<file path="config.mk">
export PLATFORM = sky130hd
export DESIGN_NAME = fetch_sequencer
export DESIGN_NICKNAME = d
export VERILOG_FILES = /design/src/rtl/fetch_sequencer.sv
export SDC_FILE = /design/constraint.sdc
export NUM_CORES = 1
export LEC_CHECK = 0
export CAP_MARGIN = 20
export CORE_MARGIN = 2
export CORE_UTILIZATION = 42
export CTS_BUF_LIST = sky130_fd_sc_hd__clkbuf_8
export DETAILED_ROUTE_END_ITERATION = 8
export PLACE_DENSITY = 0.65
export SETUP_SLACK_MARGIN = 0.5
export SYNTH_ARGS = -nofsm -noshare
export SYNTH_HDL_FRONTEND = slang
export SYNTH_SLANG_ARGS = --single-unit
export TNS_END_PERCENT = 50
</file>
<file path="constraint.sdc">
create_clock -name CLK -period 3.8 [get_ports CLK]
set_input_delay 0.76 -clock CLK [delete_from_list [all_inputs] [get_ports CLK]]
set_output_delay 0.76 -clock CLK [all_outputs]
set_load 0.005 [all_outputs]
</file>
<file path="src/rtl/fetch_sequencer.sv">
`timescale 1ns/1ps
// fetch_sequencer: run-control FSM owning the 8-bit program counter that
// addresses the instruction ROM. It handles start/halt, stalls, taken
// branches, a small return-address stack, and fault detection for
// run-off, stack overflow and stack underflow. It also keeps a saturating
// count of RUN cycles.
module fetch_sequencer #(
  parameter int NUM_INSTR   = 256,
  parameter int STACK_DEPTH = 4
) (
  input  logic        CLK,
  input  logic        init_n,
  input  logic        start,
  input  logic        halt,
  input  logic        stall,
  input  logic        branch,
  input  logic        jump,
  input  logic        call,
  input  logic        ret,
  input  logic [7:0]  address,
  output logic [7:0]  pc,
  output logic        running,
  output logic        done,
  output logic        fault,
  output logic [15:0] cycle_count
);

  // sp counts 0..STACK_DEPTH, so it needs one value more than the entry count
  localparam int SP_W = $clog2(STACK_DEPTH + 1);
  localparam int STACK_SLOTS = 2 ** SP_W;
  localparam logic [7:0] LAST_PC = 8'(NUM_INSTR - 1);
  localparam logic [SP_W-1:0] SP_FULL = SP_W'(STACK_DEPTH);

  typedef enum logic [1:0] {
    S_IDLE = 2'd0,
    S_RUN  = 2'd1,
    S_DONE = 2'd2
  } state_t;

  state_t          state;
  state_t          state_nxt;
  logic [7:0]      pc_nxt;
  logic [SP_W-1:0] sp;
  logic [SP_W-1:0] sp_nxt;
  logic [SP_W-1:0] top_idx;
  logic            fault_nxt;
  logic [15:0]     count_nxt;
  logic [15:0]     count_inc;
  logic [7:0]      pc_plus1;
  logic            push_en;
  // Storage is sized to the full index range of sp so that indexing is
  // always in bounds; only the first STACK_DEPTH slots are ever written.
  logic [7:0]      stack [STACK_SLOTS];

  assign pc_plus1  = pc + 8'd1;
  assign top_idx   = sp - SP_W'(1);
  assign count_inc = (cycle_count == 16'hFFFF) ? cycle_count : (cycle_count + 16'd1);

  // Next-state and next-value logic. In RUN exactly one action is taken per cycle, in priority order.
  always_comb begin
    state_nxt = state;
    pc_nxt    = pc;
    sp_nxt    = sp;
    fault_nxt = fault;
    count_nxt = cycle_count;
    push_en   = 1'b0;
    case (state)
      S_IDLE, S_DONE: begin
        if (start) begin
          state_nxt = S_RUN;
          pc_nxt    = 8'd0;
          sp_nxt    = {SP_W{1'b0}};
          fault_nxt = 1'b0;
          count_nxt = 16'd0;
        end else begin
          state_nxt = state;
        end
      end
      S_RUN: begin
        count_nxt = count_inc;
        if (halt) begin
          state_nxt = S_DONE;
        end else if (stall) begin
          state_nxt = S_RUN;
        end else if (branch && jump) begin
          pc_nxt = address;
        end else if (call) begin
          if (sp < SP_FULL) begin
            push_en = 1'b1;
            sp_nxt  = sp + SP_W'(1);
            pc_nxt  = address;
          end else begin
            fault_nxt = 1'b1;
            state_nxt = S_DONE;
          end
        end else if (ret) begin
          if (sp != {SP_W{1'b0}}) begin
            sp_nxt = top_idx;
            pc_nxt = stack[top_idx];
          end else begin
            fault_nxt = 1'b1;
            state_nxt = S_DONE;
          end
        end else if (pc == LAST_PC) begin
          // falling off the end of the program is a fault, not a wrap
          fault_nxt = 1'b1;
          state_nxt = S_DONE;
        end else begin
          pc_nxt = pc_plus1;
        end
      end
      default: begin
        state_nxt = S_IDLE;
        pc_nxt    = 8'd0;
        sp_nxt    = {SP_W{1'b0}};
        fault_nxt = 1'b0;
        count_nxt = 16'd0;
      end
    endcase
  end

  // Control registers; running/done are decoded from the next state so they are registered outputs.
  always_ff @(posedge CLK or negedge init_n) begin
    if (!init_n) begin
      state       <= S_IDLE;
      pc          <= 8'd0;
      sp          <= {SP_W{1'b0}};
      fault       <= 1'b0;
      cycle_count <= 16'd0;
      running     <= 1'b0;
      done        <= 1'b0;
    end else begin
      state       <= state_nxt;
      pc          <= pc_nxt;
      sp          <= sp_nxt;
      fault       <= fault_nxt;
      cycle_count <= count_nxt;
      running     <= (state_nxt == S_RUN);
      done        <= (state_nxt == S_DONE);
    end
  end

  // Return-address stack. A push stores the address after the call site, wrapping in 8 bits.
  always_ff @(posedge CLK or negedge init_n) begin
    if (!init_n) begin
      for (int i = 0; i < STACK_SLOTS; i++) begin
        stack[i] <= 8'd0;
      end
    end else if (push_en) begin
      stack[sp] <= pc_plus1;
    end else begin
      stack[sp] <= stack[sp];
    end
  end

endmodule

</file>
==> results.json, run 1 <==
{
  "outcome": "complete, no violations",
  "hpwl_um": 9030,
  "ys_seq_area_share_pct": 45.8,
  "routedWlPerCell_um": 18.4,
  "holdWs_ns": 0.304,
  "cp-startpoint": "sp[0]",
  "netlist_area_sq_um": 5250,
  "setup_viol": 0,
  "ios": 44,
  "antennaDiodeCount": 0,
  "syn_inst": 519,
  "dr.pass1.iters": 5,
  "yosysTopAreaCellShare_pct": 45.8,
  "rsz0062_at_grt": "false",
  "drt_iter0_drc": 459,
  "vias": 3966,
  "hold_path.class": "input pin to asynchronous set/reset pin",
  "drive_gt1_share_pct": 9.11,
  "utilization_pct": 49.1,
  "arrival_ns": 3.29,
  "timing_hold_violations_final": 0,
  "gp_congestion": 0.834,
  "fp.dieArea_sq_um": 13400,
  "cp_max_fo": 13,
  "clock-sinks": 96,
  "postRouteAntennaNets": 0,
  "synth_top_cell_by_area": "dfrtp_1",
  "cts_setup_buffers": 0,
  "synth_area_leaders": "dfrtp_1 (46%), nand2_1 (4.9%), o21ai_0 (4.7%), mux4_1 (4.5%), mux4_2 (4.3%)",
  "worst_pin_slew_ns": 0.787,
  "max_cap_viol_count": 0,
  "synth-main-ff-cell": "dfrtp_1",
  "ys_seq_elements": 96,
  "period_minus_slack_ns": 3.02,
  "fmax_mhz": 331,
  "synth_area_per_cell_sq_um": 10.1,
  "finalSetupTns_ns": 0,
  "numCtsBuffers": 9,
  "cp-end-kind": "register",
  "cts_tree": "yes",
  "dp_cells": 679,
  "path_cells": "inv_1, buf_4, ha_1, xor2_4, mux4_1, and2_1, a2111oi_0, o41ai_1",
  "drc": 0,
  "cts-resized-gates": 0,
  "fillers": 1103,
  "viasPerCell": 5.71,
  "cp_slowest_cell": "mux4_1",
  "grt_max_degree": 40,
  "routed_wirelength_um": 12800,
  "io_buffers": 43,
  "die_w_um": 116,
  "worstRegToRegCells": 8,
  "regToRegStartpoint": "sp[0]",
  "reg2reg_slack_ns": 0.78,
  "synth_edf_count": 0,
  "clk_latency_ns": 0.39,
  "yosysWarnings": 0,
  "startpoint_type": "register",
  "die_y_um": 116,
  "area_growth_pct": 13.2,
  "rows": 40,
  "htreeDepth": 3,
  "grt_remaining_overflow": 0,
  "relSlewSlack_pct": 47.4,
  "path_clk_slew_ns": 0.10,
  "period_share_pct": 79.5,
  "clk_path_buf_depth": 2,
  "skew_ns": 0.0172,
  "async_flop_share_pct": 100,
  "ys_types": 51,
  "p_leak_nw": 2.48,
  "hold_buffers": 0,
  "drv_slew": 0,
  "grt_pass1_wl_um": 21000,
  "cp.depth": 8,
  "p_per_area_nw_per_um2": 636,
  "start_util_pct": 43.3,
  "peakVddDrop_uv": 250,
  "antenna_found_initial": 0,
  "synthesis.nets": 541,
  "fin_cells": 695,
  "crit_buf_inv": 2,
  "path_delay_family": "compound AO/OA/AOI/OAI gates",
  "r2r_end": "pc[7]",
  "final_nets": 544,
  "grtUsageTotal_pct": 20.5,
  "coreArea_sq_um": 12100,
  "crit_type": "register to register",
  "grt_pass1_vias": 4028,
  "cts_root_buffer": "clkbuf_8",
  "crit_path_max_incr_delay_ns": 0.61,
  "required_ns": 4.07,
  "crit_end": "pc[7]"
}
==> logic make-up after synthesis <==
logic type	Yosys count	share of synthesized area (%)
xor+xnor	23	4.19
flops	96	45.8
compound gates	120	14.8
fa+ha+maj	5	1.19
simple gates	166	15.5
buf+inv	67	5.22
mux	42	13.3
==> per-stage QoR <==
stage | cell area [sq um] | power (mW) | setup WS, ns
after floorplan | 5250 | 2.51 | 1.08
after detailed placement | 5710 | 2.98 | 0.788
after global placement | 5710 | 2.95 | 0.785
after global routing | 5940 | 4.03 | 0.594
final | 5940 | 3.78 | 0.781
after CTS | 5940 | 3.79 | 0.821
==> cell usage after synthesis, types with 2 or more instances <==
| master | count |
|---|---|
| buf_2 | 6 |
| and4_1 | 3 |
| a31oi_1 | 2 |
| nand3b_1 | 3 |
| and2_1 | 4 |
| inv_1 | 7 |
| o22ai_1 | 7 |
| a211oi_1 | 11 |
| nand4_1 | 4 |
| mux4_1 | 9 |
| a22o_1 | 7 |
| o2111ai_1 | 4 |
| a221o_1 | 2 |
| nor2_1 | 27 |
| nor3_1 | 5 |
| xor2_1 | 2 |
| clkbuf_1 | 42 |
| o41ai_1 | 3 |
| dfrtp_1 | 96 |
| nand2b_1 | 9 |
| nor3b_1 | 4 |
| a21oi_1 | 12 |
| or3_1 | 3 |
| nand3_1 | 16 |
| mux2_2 | 7 |
| buf_6 | 2 |
| o211ai_1 | 5 |
| a32oi_1 | 2 |
| o21ai_0 | 49 |
| buf_1 | 10 |
| and3_1 | 4 |
| mux4_2 | 10 |
| a21o_1 | 2 |
| nor2b_1 | 6 |
| a2111oi_0 | 4 |
| or2_2 | 4 |
| o2bb2ai_1 | 5 |
| mux2i_1 | 16 |
| nand2_1 | 68 |
| o31ai_1 | 3 |
| xnor2_1 | 20 |
| ha_1 | 5 |
==> layout make-up <==
cell class	instances	area (sq um)	share of cell area, %
multi-input cells	356	2570	43.3
flip-flops and latches	96	2400	40.4
repair buffers	52	495	8.34
well taps	168	210	3.54
clock buffers	9	124	2.08
clock inverters	7	113	1.89
inverters	7	26.3	0.442
==> worst min path at each step <==
stage | start | end | slack, ns | cells after the start
after floorplan | stack[7] | stack[7] | 0.44 | 1
after global placement | stack[3] | stack[3] | 0.38 | 0
after detailed placement | stack[3] | stack[3] | 0.38 | 0
after global routing | init_n | cycle_count[7] | 0.32 | 1
after CTS | init_n | cycle_count[3] | 0.31 | 1
final | init_n | cycle_count[3] | 0.30 | 1
==> cells in the final DEF (no fill, tap or decap), types with 5 or more instances in the layout <==
cell	netlist	routed
o2bb2ai_1	5	5
nor2_1	27	27
mux4_2	10	10
mux4_1	9	9
inv_1	7	9
a21oi_1	12	12
buf_4	0	10
o21ai_0	49	49
xnor2_1	20	20
a211oi_1	11	11
ha_1	5	5
a22o_1	7	7
nand3_1	16	16
clkbuf_8	0	9
mux2_2	7	7
nand2_1	68	68
o22ai_1	7	7
nor2b_1	6	6
mux2i_1	16	16
dfrtp_1	96	96
nor3_1	5	5
nand2b_1	9	9
clkdlybuf4s50_1	0	42
o211ai_1	5	5
==> where the power goes <==
part           switching [mW]  internal (mW)
clock network           0.380          0.433
logic                   0.876          0.678
registers               0.193           1.22
total                    1.45           2.33
==> registers in the layout, indices dropped and copies added (netlist names) <==
| register | flops |
|---|---|
| cycle_count | 16 |
| done | 1 |
| fault | 1 |
| pc | 8 |
| running | 1 |
| sp | 3 |
| stack | 64 |
| state | 2 |
==> per-layer routing <==
metal | share of wire [%] | vias up | wire, um | track usage (%)
met2 | 46 | 107 | 5890 | 31.5
met1 | 47 | 1974 | 6050 | 28.8
met4 | 2.0 | 0 | 257 | 8.10
met3 | 4.6 | 19 | 586 | 4.24
met5 | 0 | - | 0 | 0
li1 | - | 1866 | - | -
Note: power is estimated with default switching activity, not from simulation.
==> run 2, diff against run 1 <==
Clock period 3.8 ns to 3.1 ns, I/O delays scaled along.
==> run 2 against run 1 <==
Effect of this change: sequential power rose by 22%; non-clock buffer count grew 10; sequential cell count is the same; wire length grew 1.8%; highest routed layer unchanged.
==> results.json, run 2 (synthesized netlist as in run 1, its figures left out) <==
{
  "most-common-layout-cells": "dfrtp_1 (96), nand2_1 (68), o21ai_0 (49)",
  "regToRegStartpoint": "sp[1]",
  "viasPerCell": 5.66,
  "crit_buf_inv": 2,
  "worstRegToRegCells": 8,
  "hpwl_um": 9240,
  "ios": 44,
  "outcome": "complete, no violations",
  "dr.pass1.iters": 5,
  "skew_ns": 0.0146,
  "p_leak_nw": 2.50,
  "largestRegisters": "stack (64), cycle_count (16), pc (8)",
  "mostFrequentLayoutCell": "dfrtp_1",
  "grt_pass1_wl_um": 20800,
  "finalSetupTns_ns": 0,
  "drv_slew": 0,
  "crit_path_max_incr_delay_ns": 0.58,
  "grt_remaining_overflow": 0,
  "cp-end-kind": "register",
  "max_cap_viol_count": 0,
  "io_buffers": 43,
  "final_nets": 554,
  "gp_congestion": 0.864,
  "routedWlPerCell_um": 18.5,
  "grt_pass1_vias": 3924,
  "setup_ws_ns": 0.549,
  "cp-startpoint": "sp[1]",
  "startpoint_type": "register",
  "placed_area_sq_um": 5790,
  "relSlewSlack_pct": 55.9,
  "path_clk_slew_ns": 0.09,
  "cp.depth": 8,
  "period_share_pct": 82.3,
  "timing_hold_violations_final": 0,
  "dp_cells": 686,
  "coreArea_sq_um": 12100,
  "total_power_mw": 4.58,
  "die_y_um": 116,
  "setup_viol": 0,
  "cts_tree": "yes",
  "htreeDepth": 3,
  "crit_type": "register to register",
  "clk_latency_ns": 0.38,
  "hold_buffers": 0,
  "utilization_pct": 49.5,
  "start_util_pct": 43.3,
  "numCtsBuffers": 9,
  "postRouteAntennaNets": 0,
  "arrival_ns": 2.83,
  "worst_pin_slew_ns": 0.661,
  "top_register": "stack",
  "vias": 3974,
  "drc": 0,
  "area_growth_pct": 14.2,
  "path_delay_family": "compound AO/OA/AOI/OAI gates",
  "antennaDiodeCount": 0,
  "cts_root_buffer": "clkbuf_8",
  "fmax_mhz": 392,
  "period_minus_slack_ns": 2.55,
  "routed_wirelength_um": 13000,
  "post-place-ws_ns": 0.294,
  "grtUsageTotal_pct": 20.5,
  "antenna_found_initial": 0,
  "rsz0062_at_grt": "true",
  "clk_path_buf_depth": 2,
  "holdWs_ns": 0.240,
  "peakVddDrop_uv": 302,
  "fin_cells": 702,
  "hold_path.class": "input pin to asynchronous set/reset pin",
  "p_per_area_nw_per_um2": 765,
  "grt_max_degree": 51,
  "path_cells": "inv_2, ha_4, xor2_4, buf_4, mux4_1, o2111ai_1, o21ai_0, a22o_1",
  "design_area_sq_um": 5990,
  "fp.dieArea_sq_um": 13400,
  "cp_slowest_cell": "mux4_1",
  "rows": 40,
  "cp_max_fo": 6,
  "largest_reg_flops": 64,
  "clock-sinks": 96,
  "drt_iter0_drc": 437,
  "drive_gt1_share_pct": 11.6,
  "die_w_um": 116,
  "required_ns": 3.38
}
==> run 2: cell count changes in the layout (fill, tap and decap cells not counted), moves of 2 or more <==
cell | previous run | this run
clkinv_2 | 0 | 2
clkinvlp_4 | 2 | 0
buf_4 | 10 | 19
bufinv_16 | 3 | 1
inv_1 | 9 | 6
ha_1 | 5 | 3
==> run 2: repair_timing <==
action	in CTS	in global routing
setup endpoints to repair	3	6
gates resized for setup	0	4
cloned	0	0
buffers inserted	2	1
==> run 2: layout make-up <==
cell class | count | area, sq um
Sequential cell | 96 | 2400
Multi-Input combinational cell | 356 | 2600
Fill cell | 1125 | 6120
Timing Repair Buffer | 62 | 583
Inverter | 7 | 26.3
Clock buffer | 9 | 124
Tap cell | 168 | 210
Clock inverter | 4 | 48.8
==> run 2: routing by layer <==
| metal | GRT usage (%) | vias to the layer above | part of all wire [%] |
|---|---|---|---|
| li1 | - | 1888 | - |
| met1 | 28.6 | 1944 | 48 |
| met2 | 31.3 | 125 | 44 |
| met3 | 5.07 | 17 | 6.2 |
| met4 | 7.30 | 0 | 1.8 |
| met5 | 0 | - | 0 |
==> run 2: final timing paths <==
kind / to / slack (ns)
worst max-delay path: pc[1] / 0.55
worst min-delay path: cycle_count[9] / 0.24
worst max register to register: pc[1] / 0.55
worst min register to register: stack[4] / 0.39
max in group asynchronous: stack[29] / 2.18
min in group CLK: stack[4] / 0.39
==> run 2: report_power, final <==
| group | switching, mW | internal [mW] |
|---|---|---|
| Sequential | 0.234 | 1.50 |
| Clock | 0.421 | 0.358 |
| Combinational | 1.13 | 0.941 |
| Total | 1.78 | 2.80 |
